==> config.mk <==
export PLATFORM = sky130hd
export DESIGN_NAME = instr_fetch_queue
export DESIGN_NICKNAME = d
export VERILOG_FILES = /design/src/rtl/fetch_pkg.sv /design/src/rtl/fq_fifo.sv /design/src/rtl/instr_fetch_queue.sv
export SDC_FILE = /design/constraint.sdc
export NUM_CORES = 1
export LEC_CHECK = 0
export CAP_MARGIN = 25
export CORE_MARGIN = 3
export CORE_UTILIZATION = 34
export DETAILED_ROUTE_END_ITERATION = 8
export SYNTH_ARGS = -nofsm -noshare
export SYNTH_HDL_FRONTEND = slang
export SYNTH_HIERARCHICAL = 1
export SYNTH_SLANG_ARGS = --single-unit
==> constraint.sdc <==
create_clock -name clk_i -period 10.6 [get_ports clk_i]
set_clock_uncertainty 0.15 [all_clocks]
set_input_delay 2.12 -clock clk_i [delete_from_list [all_inputs] [get_ports clk_i]]
set_output_delay 2.12 -clock clk_i [all_outputs]
set_load 0.01 [all_outputs]
==> src/rtl/fetch_pkg.sv <==
// Shared types for the decoupled instruction fetch front end.
package fetch_pkg;
  localparam int PC_W    = 32;
  localparam int INSTR_W = 32;
  localparam logic [INSTR_W-1:0] NOP_INSTR = 32'h0;

  typedef enum logic [1:0] {IDLE, RUN, FLUSH} fetch_state_t;

  typedef struct packed {
    logic [PC_W-1:0]    pc_add4;
    logic [INSTR_W-1:0] instr;
  } fq_entry_t;
endpackage

==> src/rtl/fq_fifo.sv <==
// Circular buffer for fetched entries: push, pop, clear (clear wins) and occupancy count.
module fq_fifo #(
  parameter int DEPTH = 4,
  parameter int W     = 64,
  parameter int CNT_W = $clog2(DEPTH+1)
) (
  input  logic             clk_i,
  input  logic             rst_i,
  input  logic             clr_i,
  input  logic             push_i,
  input  logic             pop_i,
  input  logic [W-1:0]     data_i,
  output logic [W-1:0]     data_o,
  output logic             empty_o,
  output logic [CNT_W-1:0] count_o
);
  localparam int PTR_W = $clog2(DEPTH);
  localparam logic [CNT_W-1:0] FULL = CNT_W'(DEPTH);

  logic [W-1:0]     mem_q [DEPTH];
  logic [PTR_W-1:0] wr_q, wr_d, rd_q, rd_d;
  logic [CNT_W-1:0] cnt_q, cnt_d;
  logic             do_push, do_pop;

  assign do_push = push_i && (cnt_q != FULL);
  assign do_pop  = pop_i && (cnt_q != '0);

  always_comb begin
    wr_d  = wr_q;
    rd_d  = rd_q;
    cnt_d = cnt_q;
    if (clr_i) begin
      wr_d  = '0;
      rd_d  = '0;
      cnt_d = '0;
    end else begin
      if (do_push) wr_d = wr_q + PTR_W'(1);
      if (do_pop)  rd_d = rd_q + PTR_W'(1);
      cnt_d = cnt_q + CNT_W'(do_push) - CNT_W'(do_pop);
    end
  end

  always_ff @(posedge clk_i) begin
    if (rst_i) begin
      wr_q  <= '0;
      rd_q  <= '0;
      cnt_q <= '0;
    end else begin
      wr_q  <= wr_d;
      rd_q  <= rd_d;
      cnt_q <= cnt_d;
    end
  end

  // Storage needs no reset; validity is tracked by the count.
  always_ff @(posedge clk_i) begin
    if (do_push && !clr_i) mem_q[wr_q] <= data_i;
  end

  assign data_o  = mem_q[rd_q];
  assign empty_o = (cnt_q == '0);
  assign count_o = cnt_q;
endmodule

==> src/rtl/instr_fetch_queue.sv <==
// Decoupled fetch: credit-limited in-order imem requests, response FIFO, redirect/flush FSM.
// Define IFQ_BYPASS_EN to present a response to an empty queue in the same cycle.
module instr_fetch_queue
  import fetch_pkg::*;
#(
  parameter int              DEPTH    = 4,
  parameter logic [PC_W-1:0] RESET_PC = 32'h0000_0000,
  parameter int              CNT_W    = $clog2(DEPTH+1)
) (
  input  logic               clk_i,
  input  logic               rst_i,
  input  logic               stall_i,
  input  logic               redirect_i,
  input  logic [PC_W-1:0]    redirect_pc_i,
  output logic               imem_req_o,
  output logic [PC_W-1:0]    imem_addr_o,
  input  logic               imem_gnt_i,
  input  logic               imem_rvalid_i,
  input  logic [INSTR_W-1:0] imem_rdata_i,
  output logic               instr_valid_o,
  output logic [INSTR_W-1:0] instr_o,
  output logic [PC_W-1:0]    pc_add4_o,
  output logic [CNT_W-1:0]   count_o
);
  localparam logic [CNT_W:0] CREDITS = (CNT_W+1)'(DEPTH);

  fetch_state_t    state_q, state_d;
  logic [PC_W-1:0] fetch_pc_q, fetch_pc_d, entry_pc_q, entry_pc_d, tgt_pc;
  logic [CNT_W-1:0] outst_q, outst_d, occ;
  logic [CNT_W:0]  inflight;
  logic            gnt_fire, rsp_keep, byp_vld, pop, fifo_empty;
  fq_entry_t       rsp_e, fifo_head, head_e;

  assign tgt_pc   = {redirect_pc_i[PC_W-1:2], 2'b00};
  assign inflight = {1'b0, occ} + {1'b0, outst_q};

  assign imem_req_o  = (state_q == RUN) && !redirect_i && (inflight < CREDITS);
  assign imem_addr_o = (state_q == RUN) ? fetch_pc_q : '0;
  assign gnt_fire    = imem_req_o && imem_gnt_i;

  // Responses are only kept in RUN; redirect discards same-cycle data.
  assign rsp_keep = (state_q == RUN) && imem_rvalid_i && !redirect_i;
  assign rsp_e    = '{pc_add4: entry_pc_q + 32'd4, instr: imem_rdata_i};

`ifdef IFQ_BYPASS_EN
  assign byp_vld = rsp_keep && fifo_empty;
`else
  assign byp_vld = 1'b0;
`endif

  assign head_e        = fifo_empty ? rsp_e : fifo_head;
  assign instr_valid_o = !fifo_empty || byp_vld;
  assign instr_o       = instr_valid_o ? head_e.instr   : NOP_INSTR;
  assign pc_add4_o     = instr_valid_o ? head_e.pc_add4 : '0;
  assign pop           = instr_valid_o && !stall_i && !redirect_i;

  fq_fifo #(.DEPTH(DEPTH), .W($bits(fq_entry_t)), .CNT_W(CNT_W)) u_fifo (
    .clk_i   (clk_i),
    .rst_i   (rst_i),
    .clr_i   (redirect_i),
    .push_i  (rsp_keep && !(byp_vld && pop)),
    .pop_i   (pop && !fifo_empty),
    .data_i  (rsp_e),
    .data_o  (fifo_head),
    .empty_o (fifo_empty),
    .count_o (occ)
  );
  assign count_o = occ;

  always_comb begin
    state_d    = state_q;
    outst_d    = outst_q + CNT_W'(gnt_fire) - CNT_W'(imem_rvalid_i);
    fetch_pc_d = gnt_fire ? fetch_pc_q + 32'd4 : fetch_pc_q;
    entry_pc_d = rsp_keep ? entry_pc_q + 32'd4 : entry_pc_q;
    if (redirect_i) begin
      fetch_pc_d = tgt_pc;
      entry_pc_d = tgt_pc;
      state_d    = (state_q == FLUSH || outst_d != '0) ? FLUSH : RUN;
    end else begin
      unique case (state_q)
        IDLE:    state_d = RUN;
        RUN:     state_d = RUN;
        FLUSH:   if (outst_d == '0) state_d = RUN;
        default: state_d = IDLE;
      endcase
    end
  end

  always_ff @(posedge clk_i) begin
    if (rst_i) begin
      state_q    <= IDLE;
      fetch_pc_q <= RESET_PC;
      entry_pc_q <= RESET_PC;
      outst_q    <= '0;
    end else begin
      state_q    <= state_d;
      fetch_pc_q <= fetch_pc_d;
      entry_pc_q <= entry_pc_d;
      outst_q    <= outst_d;
    end
  end
endmodule

Word level (Yosys, flattened, before mapping)
Memories as Yosys holds them, arrays and structs flattened. A register that Yosys moved wholly into a read port is not among the register bits.
Index checks and enable logic that the tools add are counted.
- register bits: 76
- output and inout port bits: 101
- input port bits: 70
- memories: 1
- memory bits (read-only): 0
- bits in writable memories: 256
- latch bits: 0
- word-level logic and storage cells: 63
- memories (name ; depth ; bits a word ; read ports ; clocked after Yosys merged registers in ; write ports ; RTL line ; source):
    u_fifo.mem_q ; 4 ; 64 ; 1 ; 1 ; 1 ; fq_fifo.sv:20 ; logic [W-1:0] mem_q [DEPTH];
- add/subtract/negate cells: 9
- multiply operators: 0
- $lt $le $gt $ge: 1
- div/mod/pow operators: 0
- reductions and logical operators: 24
- muxes and demuxes: 15
- shift-type cells: 0
- bitwise gates (word level): 0
- eq/ne operators: 4
- operators with widths (operator ; number):
    32-bit 2-to-1 mux ; 7
    32-bit by 3-bit adder with 32-bit output (second input constant) ; 2
    1-bit logical AND ; 11
    2-bit 2-to-1 mux ; 5
    3-bit by 1-bit adder with 3-bit output ; 2
    3-bit logical NOT ; 2
    3-bit nonzero test ; 2
    3-bit by 1-bit subtractor with 3-bit output ; 2
    2-bit by 1-bit adder with 2-bit output (second input constant) ; 2
    3-bit by 3-bit adder with 4-bit output ; 1
    4-bit by 3-bit less-than comparator with 1-bit output (second input constant) ; 1
    2-bit one-hot mux with 2 select lines ; 1
    2-bit nonzero test ; 2
    2-bit OR reduction ; 2
    1-bit logical NOT ; 3
    3-bit by 2-bit inequality test with 1-bit output (second input constant) ; 1
    3-bit inequality test (second input constant) ; 1
    2-bit by 1-bit equality test with 1-bit output (second input constant) ; 1
    2-bit equality test (second input constant) ; 1
    2-bit logical NOT ; 1
    1-bit 2-to-1 mux ; 2
    1-bit logical OR ; 1

Longest topological paths before layout
- depth in word-level cells: 10
- mapped depth: 14
- mapped depth without buffers: 13

By module
Netlist, hierarchy kept.
- modules (own cells, without submodules) (module ; times used ; seq. area each (um^2) ; cells each ; area each (um^2)):
    fq_fifo ; 1 ; 7867.5 ; 382 ; 9796.9
    instr_fetch_queue ; 1 ; 1301.2 ; 630 ; 4817.1

Least setup slack after synthesis
No wires, ideal clock.
- path kind: input to register
- from: in imem_rvalid_i
- to: mem u_fifo.mem_q[1][0] (enable)
- data required time: 9.872 ns
- stages on the path: 5
- slack: 2.206 ns
- path buffers: 1
- arrival time: 7.666 ns
- cells stage by stage: nand3b_1 clkbuf_1 nor2_1 o31ai_4 nor3b_1
- longest elaborated chain between the ends: 6
- RTL lines (what ; RTL line ; source):
    from (decl) ; instr_fetch_queue.sv:18 ; input logic imem_rvalid_i,
    1-bit logical AND (2 in a row) ; instr_fetch_queue.sv:42 ; assign rsp_keep = (state_q == RUN) && imem_rvalid_i && !redirect_i;
    via rsp_keep ; instr_fetch_queue.sv:31 ; logic gnt_fire, rsp_keep, byp_vld, pop, fifo_empty;
    1-bit logical AND ; fq_fifo.sv:25 ; assign do_push = push_i && (cnt_q != FULL);
    1-bit logical AND ; fq_fifo.sv:57 ; if (do_push && !clr_i) mem_q[wr_q] <= data_i;
    1-bit 2-to-1 mux ; fq_fifo.sv:57 ;
    1-bit 2-to-1 mux (not written as such) ; fq_fifo.sv:57 ;
    to (decl) ; fq_fifo.sv:20 ;
The timed path passes the listed nets, and every way through them passes these cells.

Worst setup path in the final report
- from: in redirect_i
- to: out imem_req_o
- longest elaborated chain between the ends: 3
- RTL lines (what ; RTL line ; source):
    from (decl) ; instr_fetch_queue.sv:13 ; input logic redirect_i,
    1-bit logical NOT ; instr_fetch_queue.sv:37 ; assign imem_req_o = (state_q == RUN) && !redirect_i && (inflight < CREDITS);
    1-bit logical AND (2 in a row) ; instr_fetch_queue.sv:37 ;
    to (decl) ; instr_fetch_queue.sv:15 ; output logic imem_req_o,
Every way passes these cells.

==> summary.txt <==
Placed Area = 0.0167 sq mm
chain of cells forming the critical path = buf_2, buf_4, nor4_1, and3_1, clkdlybuf4s50_1
top cells by area in the synthesized netlist = sky130_fd_sc_hd__edfxtp_1 53%, sky130_fd_sc_hd__dfxtp_1 10%, sky130_fd_sc_hd__mux4_2 9.2%, sky130_fd_sc_hd__nor2b_1 3.0%, sky130_fd_sc_hd__xnor2_1 2.3%
Worst path slowest cell = sky130_fd_sc_hd__nor4_1
number of optimization iterations in the first detailed-route pass = 5
maximum fanout count along the critical path = 48
internal reg-to-reg setup slack = 6.46 ns
number of global-route vias before repair = 8965
Pwr Density = 159 mW/mm^2
post-route total power = 2.86 mW
worst-case setup slack after placement = 4.41 ns
WHS = 0.344 ns
clock slew at the register clock pins of the worst setup and hold paths = 0.05 ns
count of endpoints failing setup in the final report = 0
Hold Crit Class = reg2reg
insertion delay of the later-clocked pin in the worst-skew pair = 0.52 ns
number of slew-limit violations in the final report = 0
startpoint type of the worst setup path = primary input
Die W = 213 um
total routing usage reported by global routing = 14.2%
number of library cell types mapped by synthesis = 63
sequential area share after synthesis = 62.7%
drt first-iter violations = 521
hpwl dp = 20.0 mm
crit-path max cell delay = 0.59 ns
max-capacitance violation count = 0
Net count, final = 1267
CP Capture Type = primary output
area of the core = 0.0422 sq mm
cell taking the most area after synthesis = sky130_fd_sc_hd__edfxtp_1
synthesized netlist cell count = 1012
wire length reported by the detailed router = 32.5 mm
residual antenna-violating net count after detailed routing = 0
Rel. slew slack = 32.3%
worst min-delay path endpoint = u_fifo/rd_q[0]$_SDFFE_PP0P_
final hold violation count = 0
Cell Area, Synth = 0.0146 sq mm
via count of the routed design = 8753
Crit Reg-Reg Startpoint = u_fifo/count_o[2]$_SDFF_PP0_
vias per cell = 5.00
number of warnings printed during yosys synthesis = 6
root buffer selected by CTS = sky130_fd_sc_hd__clkbuf_16
cell leakage power = 5.81 nW
setup TNS = 0 ns
leftover overflow at the end of global routing = 0
antenna cell count = 0
Port Buffer Count = 166
Critical Path RT = 8.33 ns
Longest Clk Path Bufs = 3
number of antenna violations at the first check in global routing = 0
WP buf/inv = 3
total setup buffers inserted after CTS = 0
per-instance average area after synthesis = 14.4 sq um
wire per inst = 18.5 um
signed area change from the synthesized netlist to the final layout = 22.9%
Post-synth top flop = sky130_fd_sc_hd__edfxtp_1
Remaining DRCs = 0
RePlAce Congestion = 0.835
die outline height = 213 um
final std cell area, no fill = 0.0180 sq mm
starting density of the core = 34.6%
type of the setup path with the least slack = in2out
Boundary Pins = 171
CP delay by family, top = buffers and inverters
number of cells on the worst reg-to-reg path = 12
CTS sink cnt = 330
area fraction of the dominant cell type after synthesis = 52.6%
flip-flop and latch count after synthesis = 330
outcome = completed
Async S/R FF share, synth = 0%
count of flip-flops with a built-in enable after synthesis = 256
Period minus WS final = 6.22 ns
CTS tree = done
measured slew at the worst slew-check pin = 1.01 ns
depth of the critical timing path with buffers and inverters included = 5
row cnt = 75
period utilisation layout = 58.7%
Crit path arrival time = 3.95 ns
hold-fix buffers at CTS = 0
Die Area = 0.0455 sq mm
number of gates given a new drive strength after cts = 0
maximum clock frequency = 161 MHz
end of the worst register-to-register path = state_q[1]$_SDFFE_PP0P_
worst hold path stage count = 2
Max IR drop VDD = 107 uV
htree depth = 2
Worst Hold Launch = u_fifo/rd_q[0]$_SDFFE_PP0P_
RSZ-0062 raised after global routing = false
TritonCTS Buffers = 38
least setup slack across all paths after layout = 4.38 ns
global-route wire length before repair = 50.8 mm
share of cells above drive strength 1 = 12.6%
pin count of the biggest net entering global routing = 68
stage by stage:
step | utilization (%) | std cells
3_3_place_gp | 39.6 | 1680
6_report | 42.5 | 1752
5_1_grt | 42.5 | 1752
3_5_place_dp | 39.7 | 1681
4_1_cts | 42.5 | 1751
2_1_floorplan | - | 1021
cell type report:
type,instances,area (sq um)
Inverter,22,82.6
Fill cell,3878,24300
Clock buffer,54,1120
Timing Repair Buffer,181,1790
Sequential cell,330,9170
Multi-Input combinational cell,610,5050
Clock inverter,16,72.6
Tap cell,539,674
cells in the mapped netlist, types with 21 or more instances:
| master | n |
|---|---|
| sky130_fd_sc_hd__edfxtp_1 | 256 |
| sky130_fd_sc_hd__dfxtp_1 | 74 |
| sky130_fd_sc_hd__nand3_1 | 22 |
| sky130_fd_sc_hd__nor2b_1 | 69 |
| sky130_fd_sc_hd__clkbuf_1 | 36 |
| sky130_fd_sc_hd__a21oi_1 | 22 |
| sky130_fd_sc_hd__nor2_1 | 54 |
| sky130_fd_sc_hd__mux4_2 | 60 |
| sky130_fd_sc_hd__xor2_1 | 24 |
| sky130_fd_sc_hd__and2_1 | 38 |
| sky130_fd_sc_hd__xnor2_1 | 38 |
| sky130_fd_sc_hd__o21ai_0 | 21 |
| sky130_fd_sc_hd__nand2_1 | 50 |
logic make-up (layout without fill, tap and decap cells):
kind of cell               Yosys count  count (layout)  share of synthesized area (%)
AOI/OAI and AO/OA                  113             113                           5.13
xor gates and xnor gates            63              63                           3.87
adders and majority gates           14              14                           1.30
buffers and inverters               81             273                           3.12
DFF                                330             330                           62.7
muxes                               71              71                           10.4
other                                1              10                         0.0257
and+or+nand+nor                    339             339                           13.4
power breakdown:
group          internal [mW]  switching, mW
clock                  0.733          0.499
combinational         0.0878         0.0956
sequential              1.42         0.0277
total                   2.24          0.623
flip-flops by register name, summed over array words and instances, names as in the netlist, named ones only:
name            cells
u_fifo/mem_q      256
entry_pc_q         30
fetch_pc_q         30
outst_q             3
u_fifo/count_o      3
state_q             2
u_fifo/rd_q         2
u_fifo/wr_q         2
placed cells by master (no fill, tap or decap), types with 4 or more instances in the layout:
master / n
sky130_fd_sc_hd__or3_1: 14
sky130_fd_sc_hd__or2_2: 5
sky130_fd_sc_hd__a211oi_1: 17
sky130_fd_sc_hd__or4_1: 5
sky130_fd_sc_hd__mux4_2: 60
sky130_fd_sc_hd__and4_1: 6
sky130_fd_sc_hd__clkbuf_16: 42
sky130_fd_sc_hd__nor3_1: 19
sky130_fd_sc_hd__nand3_1: 22
sky130_fd_sc_hd__edfxtp_1: 256
sky130_fd_sc_hd__clkbuf_1: 10
sky130_fd_sc_hd__xnor2_1: 38
sky130_fd_sc_hd__clkdlybuf4s50_1: 164
sky130_fd_sc_hd__nand4_1: 14
sky130_fd_sc_hd__nor4_1: 6
sky130_fd_sc_hd__buf_4: 13
sky130_fd_sc_hd__nand4b_1: 4
sky130_fd_sc_hd__mux4_1: 4
sky130_fd_sc_hd__o21ai_0: 21
sky130_fd_sc_hd__a21oi_1: 22
sky130_fd_sc_hd__a21boi_0: 9
sky130_fd_sc_hd__dfxtp_1: 72
sky130_fd_sc_hd__conb_1: 10
sky130_fd_sc_hd__nor4_4: 5
sky130_fd_sc_hd__ha_1: 12
sky130_fd_sc_hd__and3_1: 12
sky130_fd_sc_hd__and2_1: 38
sky130_fd_sc_hd__a31oi_1: 20
sky130_fd_sc_hd__nand2_1: 50
sky130_fd_sc_hd__inv_1: 20
sky130_fd_sc_hd__clkinv_2: 6
sky130_fd_sc_hd__clkinv_1: 11
sky130_fd_sc_hd__o21a_1: 6
sky130_fd_sc_hd__xor2_1: 24
sky130_fd_sc_hd__nor3b_2: 4
sky130_fd_sc_hd__nor2b_1: 68
sky130_fd_sc_hd__mux2i_1: 7
sky130_fd_sc_hd__nor2_1: 54
metal layers:
layer,up-vias,GRT usage (%),wire (um)
met5,-,0,0
met4,0,3.71,613
met3,47,3.22,1850
met2,226,22.1,14700
met1,4326,20.2,15400
li1,4154,-,-
worst reg2reg max path: stages (launching register included):
cell and delay, ns:
sky130_fd_sc_hd__dfxtp_1 0.47, sky130_fd_sc_hd__ha_1 0.28, sky130_fd_sc_hd__nor4_1 0.44, sky130_fd_sc_hd__and4_1 0.58, sky130_fd_sc_hd__clkinv_1 0.17, sky130_fd_sc_hd__ha_1 0.30
sky130_fd_sc_hd__inv_1 0.04, sky130_fd_sc_hd__ha_1 0.18, sky130_fd_sc_hd__fa_1 0.37, sky130_fd_sc_hd__xnor3_1 0.37, sky130_fd_sc_hd__or3_1 0.38, sky130_fd_sc_hd__o21ai_0 0.17
sky130_fd_sc_hd__a21oi_1 0.09
worst max-delay path by stage:
stage	startpoint	endpoint	slack (ns)
after global routing	redirect_i	imem_req_o	4.30
after floorplan	imem_rvalid_i	u_fifo/mem_q[1][0]$_DFFE_PP_	2.21
after global placement	redirect_i	imem_req_o	4.43
after detailed placement	redirect_i	imem_req_o	4.41
final	redirect_i	imem_req_o	4.38
after CTS	redirect_i	imem_req_o	4.40
(Power assumes the default switching activity.)
